### config.mk
export PLATFORM = sky130hd
export DESIGN_NAME = delay_timer_arbiter
export DESIGN_NICKNAME = d
export VERILOG_FILES = /design/src/rtl/delay_timer_arbiter.sv
export SDC_FILE = /design/constraint.sdc
export NUM_CORES = 1
export LEC_CHECK = 0
export BUFFER_PORTS_ARGS = -buffer_cell sky130_fd_sc_hd__buf_4
export CAP_MARGIN = 40
export CELL_PAD_IN_SITES_DETAIL_PLACEMENT = 1
export CELL_PAD_IN_SITES_GLOBAL_PLACEMENT = 2
export CORE_AREA = 3 3 78 109
export CTS_BUF_LIST = sky130_fd_sc_hd__clkbuf_4
export DETAILED_ROUTE_END_ITERATION = 7
export DIE_AREA = 0 0 81 112
export PLACE_DENSITY = 0.89
export SYNTH_ARGS = -nofsm -noshare
export SYNTH_HDL_FRONTEND = slang
export SYNTH_SLANG_ARGS = --single-unit
### constraint.sdc
create_clock -name clk -period 4.64 [get_ports clk]
set_clock_uncertainty 0.2 [all_clocks]
set_input_delay 0 -clock clk [delete_from_list [all_inputs] [get_ports clk]]
set_output_delay 0 -clock clk [all_outputs]
set_load 0.03 [all_outputs]
### src/rtl/delay_timer_arbiter.sv
// Round-robin arbiter sharing one delay/pulse timer engine among NUM_REQ requesters.
// The granted job's mode and weight are latched; the engine drives a shared active-low output.
module delay_timer_arbiter #(
  parameter int NUM_REQ          = 4,
  parameter int WEIGHT_BIT_WIDTH = 8,
  parameter int ID_W             = $clog2(NUM_REQ)
) (
  input  logic                                  clk,
  input  logic                                  rst,
  input  logic [NUM_REQ-1:0]                    req,
  input  logic [2*NUM_REQ-1:0]                  req_mode,
  input  logic [WEIGHT_BIT_WIDTH*NUM_REQ-1:0]   req_weight,
  output logic [NUM_REQ-1:0]                    grant,
  output logic [ID_W-1:0]                       active_id,
  output logic                                  busy,
  output logic [NUM_REQ-1:0]                    done,
  output logic                                  err,
  output logic                                  delay_out_n
);

  localparam int unsigned NREQ = NUM_REQ;
  localparam logic [WEIGHT_BIT_WIDTH-1:0] ONE = WEIGHT_BIT_WIDTH'(1);

  typedef enum logic [1:0] {S_IDLE, S_DELAY, S_PULSE, S_DONE} state_t;

  state_t                      state_q, state_d;
  logic [WEIGHT_BIT_WIDTH-1:0] cnt_q, cnt_d;
  logic [WEIGHT_BIT_WIDTH-1:0] weight_q, weight_d;
  logic [1:0]                  mode_q, mode_d;
  logic [ID_W-1:0]             id_q, id_d;
  logic [ID_W-1:0]             rr_ptr_q, rr_ptr_d;

  logic [NUM_REQ-1:0]          grant_q, grant_d;
  logic [ID_W-1:0]             active_id_q, active_id_d;
  logic                        busy_q, busy_d;
  logic [NUM_REQ-1:0]          done_q, done_d;
  logic                        err_q, err_d;
  logic                        dout_n_q, dout_n_d;

  logic [WEIGHT_BIT_WIDTH-1:0] wt_a [NUM_REQ];
  logic [1:0]                  md_a [NUM_REQ];
  logic                        found;
  logic [ID_W-1:0]             win;
  logic [ID_W-1:0]             cand;
  int unsigned                 idx;

  always_comb begin
    for (int unsigned i = 0; i < NREQ; i++) begin
      wt_a[i] = req_weight[i*WEIGHT_BIT_WIDTH +: WEIGHT_BIT_WIDTH];
      md_a[i] = req_mode[2*i +: 2];
    end
  end

  // First set request strictly after rr_ptr, wrapping modulo NUM_REQ.
  always_comb begin
    found = 1'b0;
    win   = '0;
    cand  = '0;
    idx   = 0;
    for (int unsigned k = 1; k <= NREQ; k++) begin
      idx  = (32'(rr_ptr_q) + k) % NREQ;
      cand = ID_W'(idx);
      if (!found && req[cand]) begin
        found = 1'b1;
        win   = cand;
      end
    end
  end

  always_comb begin
    state_d  = state_q;
    cnt_d    = cnt_q;
    weight_d = weight_q;
    mode_d   = mode_q;
    id_d     = id_q;
    rr_ptr_d = rr_ptr_q;

    unique case (state_q)
      S_IDLE: begin
        if (found) begin
          id_d     = win;
          mode_d   = md_a[win];
          weight_d = wt_a[win];
          unique case (md_a[win])
            2'b00: begin
              if (wt_a[win] == '0) state_d = S_DONE;
              else begin
                state_d = S_PULSE;
                cnt_d   = wt_a[win] - ONE;
              end
            end
            2'b01: begin
              if (wt_a[win] == '0) begin
                state_d = S_PULSE;
                cnt_d   = '0;
              end else begin
                state_d = S_DELAY;
                cnt_d   = wt_a[win] - ONE;
              end
            end
            2'b10: begin
              if (wt_a[win] == '0) state_d = S_DONE;
              else begin
                state_d = S_DELAY;
                cnt_d   = wt_a[win] - ONE;
              end
            end
            default: state_d = S_DONE;
          endcase
        end
      end
      S_DELAY: begin
        if (!req[id_q]) begin
          state_d  = S_IDLE;
          rr_ptr_d = id_q;
        end else if (cnt_q == '0) begin
          state_d = S_PULSE;
          cnt_d   = (mode_q == 2'b01) ? '0 : weight_q - ONE;
        end else begin
          cnt_d = cnt_q - ONE;
        end
      end
      S_PULSE: begin
        if (!req[id_q]) begin
          state_d  = S_IDLE;
          rr_ptr_d = id_q;
        end else if (cnt_q == '0) begin
          state_d = S_DONE;
        end else begin
          cnt_d = cnt_q - ONE;
        end
      end
      default: begin
        state_d  = S_IDLE;
        rr_ptr_d = id_q;
      end
    endcase

    // Outputs are registered from the next state so they line up with the state they describe.
    busy_d      = (state_d != S_IDLE);
    grant_d     = '0;
    done_d      = '0;
    active_id_d = '0;
    if (busy_d) begin
      grant_d[id_d] = 1'b1;
      active_id_d   = id_d;
    end
    if (state_d == S_DONE) done_d[id_d] = 1'b1;
    err_d    = (state_d == S_DONE) && (mode_d == 2'b11);
    dout_n_d = (state_d != S_PULSE);
  end

  always_ff @(posedge clk) begin
    if (rst) begin
      state_q     <= S_IDLE;
      cnt_q       <= '0;
      weight_q    <= '0;
      mode_q      <= '0;
      id_q        <= '0;
      rr_ptr_q    <= ID_W'(NUM_REQ - 1);
      grant_q     <= '0;
      active_id_q <= '0;
      busy_q      <= 1'b0;
      done_q      <= '0;
      err_q       <= 1'b0;
      dout_n_q    <= 1'b1;
    end else begin
      state_q     <= state_d;
      cnt_q       <= cnt_d;
      weight_q    <= weight_d;
      mode_q      <= mode_d;
      id_q        <= id_d;
      rr_ptr_q    <= rr_ptr_d;
      grant_q     <= grant_d;
      active_id_q <= active_id_d;
      busy_q      <= busy_d;
      done_q      <= done_d;
      err_q       <= err_d;
      dout_n_q    <= dout_n_d;
    end
  end

  assign grant       = grant_q;
  assign active_id   = active_id_q;
  assign busy        = busy_q;
  assign done        = done_q;
  assign err         = err_q;
  assign delay_out_n = dout_n_q;

endmodule

==> flow_summary_export.csv <==
group,metric,value,unit
timing,layout_worst_path_cycle_share,0.734,
worst_setup_path,crit_slowest_cell,"sky130_fd_sc_hd__dlygate4sd3_1",
clocking,clock_sink_count,37,
clocking,clock_tree.htree_level_count,2,
drt,drt-vias-per-instance,5.14,
die,core_area,7700,um2
clocking,clkTransAtPathRegs,120,ps
flow_run,cap_viol_max_count,0,
drt,antenna_violating_nets_post_route,0,
finish,mostFrequentLayoutCell,"sky130_fd_sc_hd__buf_4",
finish,final_cell_mix,"sky130_fd_sc_hd__buf_4 (59), sky130_fd_sc_hd__nor2_1 (44), sky130_fd_sc_hd__dfxtp_1 (37)",
finish,antenna-diode-count,0,
timing,fin_ws,1240,ps
pwr,pwr-share-seq,0.258,
pwr,cell_internal_pwr,1.10,mW
synthesis,synth_edf_count,0,
synthesis,syn_area_per_cell,8.45,um2
global_route,globalRoute.totalOverflow,0,
clocking,cts_root_buf,"sky130_fd_sc_hd__clkbuf_4",
hold_path,timing.hold.worst_path_depth,5,
synthesis,syn-instance-count,319,
die,io_pins,59,
run_status,outcome,"complete, no violations",
worst_setup_path,rr_startpoint,"rr_ptr_q[0]",
placement,routabilityCongestion,0.829,
clocking,clock_path_buffers,2,
timing,grt_setup_unrepaired,"false",
timing,clock.fmax,294,MHz
synthesis,mappedNetlistArea,2700,um2
timing,max_slew_margin,0.430,
worst_setup_path,critical_path_class,"flip-flop to flip-flop",
worst_setup_path,timing.critical_path.slowest_cell_delay,580,ps
worst_setup_path,critical_path.endpoint,"weight_q[7]",
die,fp.dieArea,9070,um2
placement,number_of_i_o_port_buffers,58,
timing,setup_tns,0,ps
die,start_util,0.350,
timing,final-setup-viol-count,0,
timing,post-route-min-period,3400,ps
timing,finalMaxSlewViolations,0,
worst_setup_path,critPathArrivalTime,3500,ps
drt,drt_first_iter_violations,78,
synthesis,dominantRegCellSynth,"sky130_fd_sc_hd__dfxtp_1",
drt,dr.pass1.iters,4,
drt,via_count,2483,
hold_path,hold_removal_path_class,"input pin to flip-flop",
worst_setup_path,regToRegEndpoint,"weight_q[7]",
die,die-height,112,um
global_route,wire_length_of_the_first_global_routing_pass,12800,um
die,die_x,81,um
drt,drt_drc_violations_left,0,
finish,fraction_of_final_layout_cells_with_drive_strength_greater_than_1,0.232,
placement,dpl_worst_slack,1270,ps
worst_setup_path,crit_fanout,21,
die,rows,38,
worst_setup_path,timing.critical_path.from_type,"flip-flop",
worst_setup_path,worst-endpoint-required,4740,ps
pwr,power_density,625,nW/um2
worst_setup_path,ff2ff_setup_slack,1240,ps
synthesis,ys.warnings.count,0,
synthesis,yosysUniqueCellTypes,59,
drt,routedWlPerCell,15.4,um
worst_setup_path,critical_path.startpoint,"rr_ptr_q[0]",
global_route,grt_pass1_vias,2727,
global_route,antenna_found_initial,0,
clocking,worstSkewPairLatency,360,ps
pwr,combPwrFrac,0.634,
pwr,total_leakage_power,1.38,nW
pwr,peak_supply_drop,0.000212,V
clocking,cts_tree,"done",
global_route,track_usage,0.179,
worst_setup_path,cp_cell_sequence,"and2b_4 -> o221a_1 -> buf_4 -> mux2i_1 -> dlygate4sd3_1 -> a21oi_1 -> dlygate4sd3_1 -> nand2_1 -> a21oi_1",
placement,place.detailed.hpwl,5990,um
finish,area_delta_synth_final,23.9,%
drt,wirelength,7420,um
pwr,netSwitchingPower,0.990,mW
synthesis,ys_seq_area_frac,0.275,
finish,nets,436,
synthesis,fraction_of_registers_with_async_set_reset,0,
timing,worst_pin_slew,851,ps
synthesis,postSynthNetCount,373,
global_route,largest_net_degree_at_the_start_of_global_routing,25,
timing,timing_hold_violations_final,0,
synthesis,yosys_register_bits,37,
pwr,pwr-share-clk,0.109,
worst_setup_path,setup.worst_path.end_class,"flip-flop",
pwr,power_switching_share,0.474,
worst_setup_path,ff2ff_path_depth,9,
clocking,cts_inserted_buffers,5,
## layer usage
layer / GRT usage / up-vias / wire [um]
met4: 0.0733 / 0 / 206
met1: 0.211 / 1142 / 3140
met3: 0.0267 / 13 / 175
met2: 0.317 / 44 / 3890
li1: - / 1284 / -
met5: 0 / - / 0
## through the flow
step / hold slack [ps] / total power, mW / area [um2] / std cells / util
6_report: 21.9 / 2.09 / 3340 / 483 / 0.434
5_1_grt: 72.3 / 2.29 / 3340 / 483 / 0.434
4_1_cts: 18.0 / 2.11 / 3340 / 483 / 0.434
3_5_place_dp: 182 / 1.86 / 3180 / 467 / 0.413
3_3_place_gp: 175 / 1.84 / 3180 / 467 / 0.413
2_1_floorplan: -128 / 1.57 / 2700 / 319 / -
## cell families (layout without fill, tap and decap cells)
| logic type | count (synthesis) | count (layout) | synth area share |
|---|---|---|---|
| xor gates and xnor gates | 17 | 17 | 0.0552 |
| AOI/OAI and AO/OA | 80 | 80 | 0.224 |
| and+or+nand+nor | 125 | 125 | 0.233 |
| muxes | 30 | 30 | 0.130 |
| adders and majority gates | 8 | 8 | 0.0371 |
| buffers and inverters | 22 | 86 | 0.0455 |
| DFF | 37 | 37 | 0.275 |
## worst max-delay path: cells and delay by family (launching register included)
family / cells / cell delay, ps
AND/OR/NAND/NOR: 2 / 320
flip-flops: 1 / 350
AO/OA/AOI/OAI: 3 / 820
buffers and inverters: 3 / 1530
multiplexers: 1 / 110
## what timing repair did
action / CTS / global route
hold endpoints to repair: 23 / 0
hold buffers: 8 / 0
resized for setup: 0 / 0
setup buffers: 0 / 0
## synth_stat cells, types with 5 or more instances
library cell | count | area (um2)
sky130_fd_sc_hd__nor2_1 | 44 | 165
sky130_fd_sc_hd__dfxtp_1 | 37 | 741
sky130_fd_sc_hd__nand2_1 | 31 | 116
sky130_fd_sc_hd__mux2i_1 | 25 | 250
sky130_fd_sc_hd__a21oi_1 | 22 | 110
sky130_fd_sc_hd__inv_1 | 11 | 41.3
sky130_fd_sc_hd__xnor2_1 | 11 | 96.3
sky130_fd_sc_hd__a211oi_1 | 8 | 60.1
sky130_fd_sc_hd__ha_1 | 8 | 100
sky130_fd_sc_hd__o21ai_0 | 8 | 40.0
sky130_fd_sc_hd__nand3_1 | 7 | 35.0
sky130_fd_sc_hd__and2_1 | 6 | 37.5
sky130_fd_sc_hd__nand2b_1 | 6 | 37.5
sky130_fd_sc_hd__nor3_1 | 6 | 30.0
sky130_fd_sc_hd__xor2_1 | 6 | 52.6
sky130_fd_sc_hd__a22oi_1 | 5 | 37.5
sky130_fd_sc_hd__buf_6 | 5 | 56.3
sky130_fd_sc_hd__nor2b_1 | 5 | 31.3
sky130_fd_sc_hd__o22ai_1 | 5 | 31.3
## cell type report
type / instances / area [um2]
Fill cell: 970 / 4360
Sequential cell: 37 / 741
Inverter: 11 / 41.3
Timing Repair Buffer: 67 / 523
Multi-Input combinational cell: 260 / 1830
Clock buffer: 5 / 37.5
Tap cell: 100 / 125
Clock inverter: 3 / 41.3
## worst min-delay path by stage
stage	startpoint	end	slack, ps
after floorplan	rst	cnt_q[6]	-130
after global placement	rst	id_q[0]	170
after detailed placement	rst	id_q[1]	180
after CTS	req_weight[30]	weight_q[6]	20
after global routing	req_weight[3]	weight_q[3]	70
final	req_weight[30]	weight_q[6]	20
## registers in the layout, indices dropped and copies added, names as in the netlist
register / count
state_q: 2
id_q: 2
rr_ptr_q: 2
done: 4
err: 1
weight_q: 8
busy: 1
grant: 4
mode_q: 2
delay_out_n: 1
cnt_q: 8
active_id: 2
## power groups by stage
stage / logic (mW) / registers (mW) / clock network (mW)
finish: 1.32 / 0.539 / 0.227
global route: 1.48 / 0.557 / 0.248
CTS: 1.34 / 0.540 / 0.233
detailed placement: 1.31 / 0.549 / 0
global placement: 1.30 / 0.543 / 0
floorplan: 0.973 / 0.592 / 0
No activity file was read; power rests on OpenSTA's default activity.
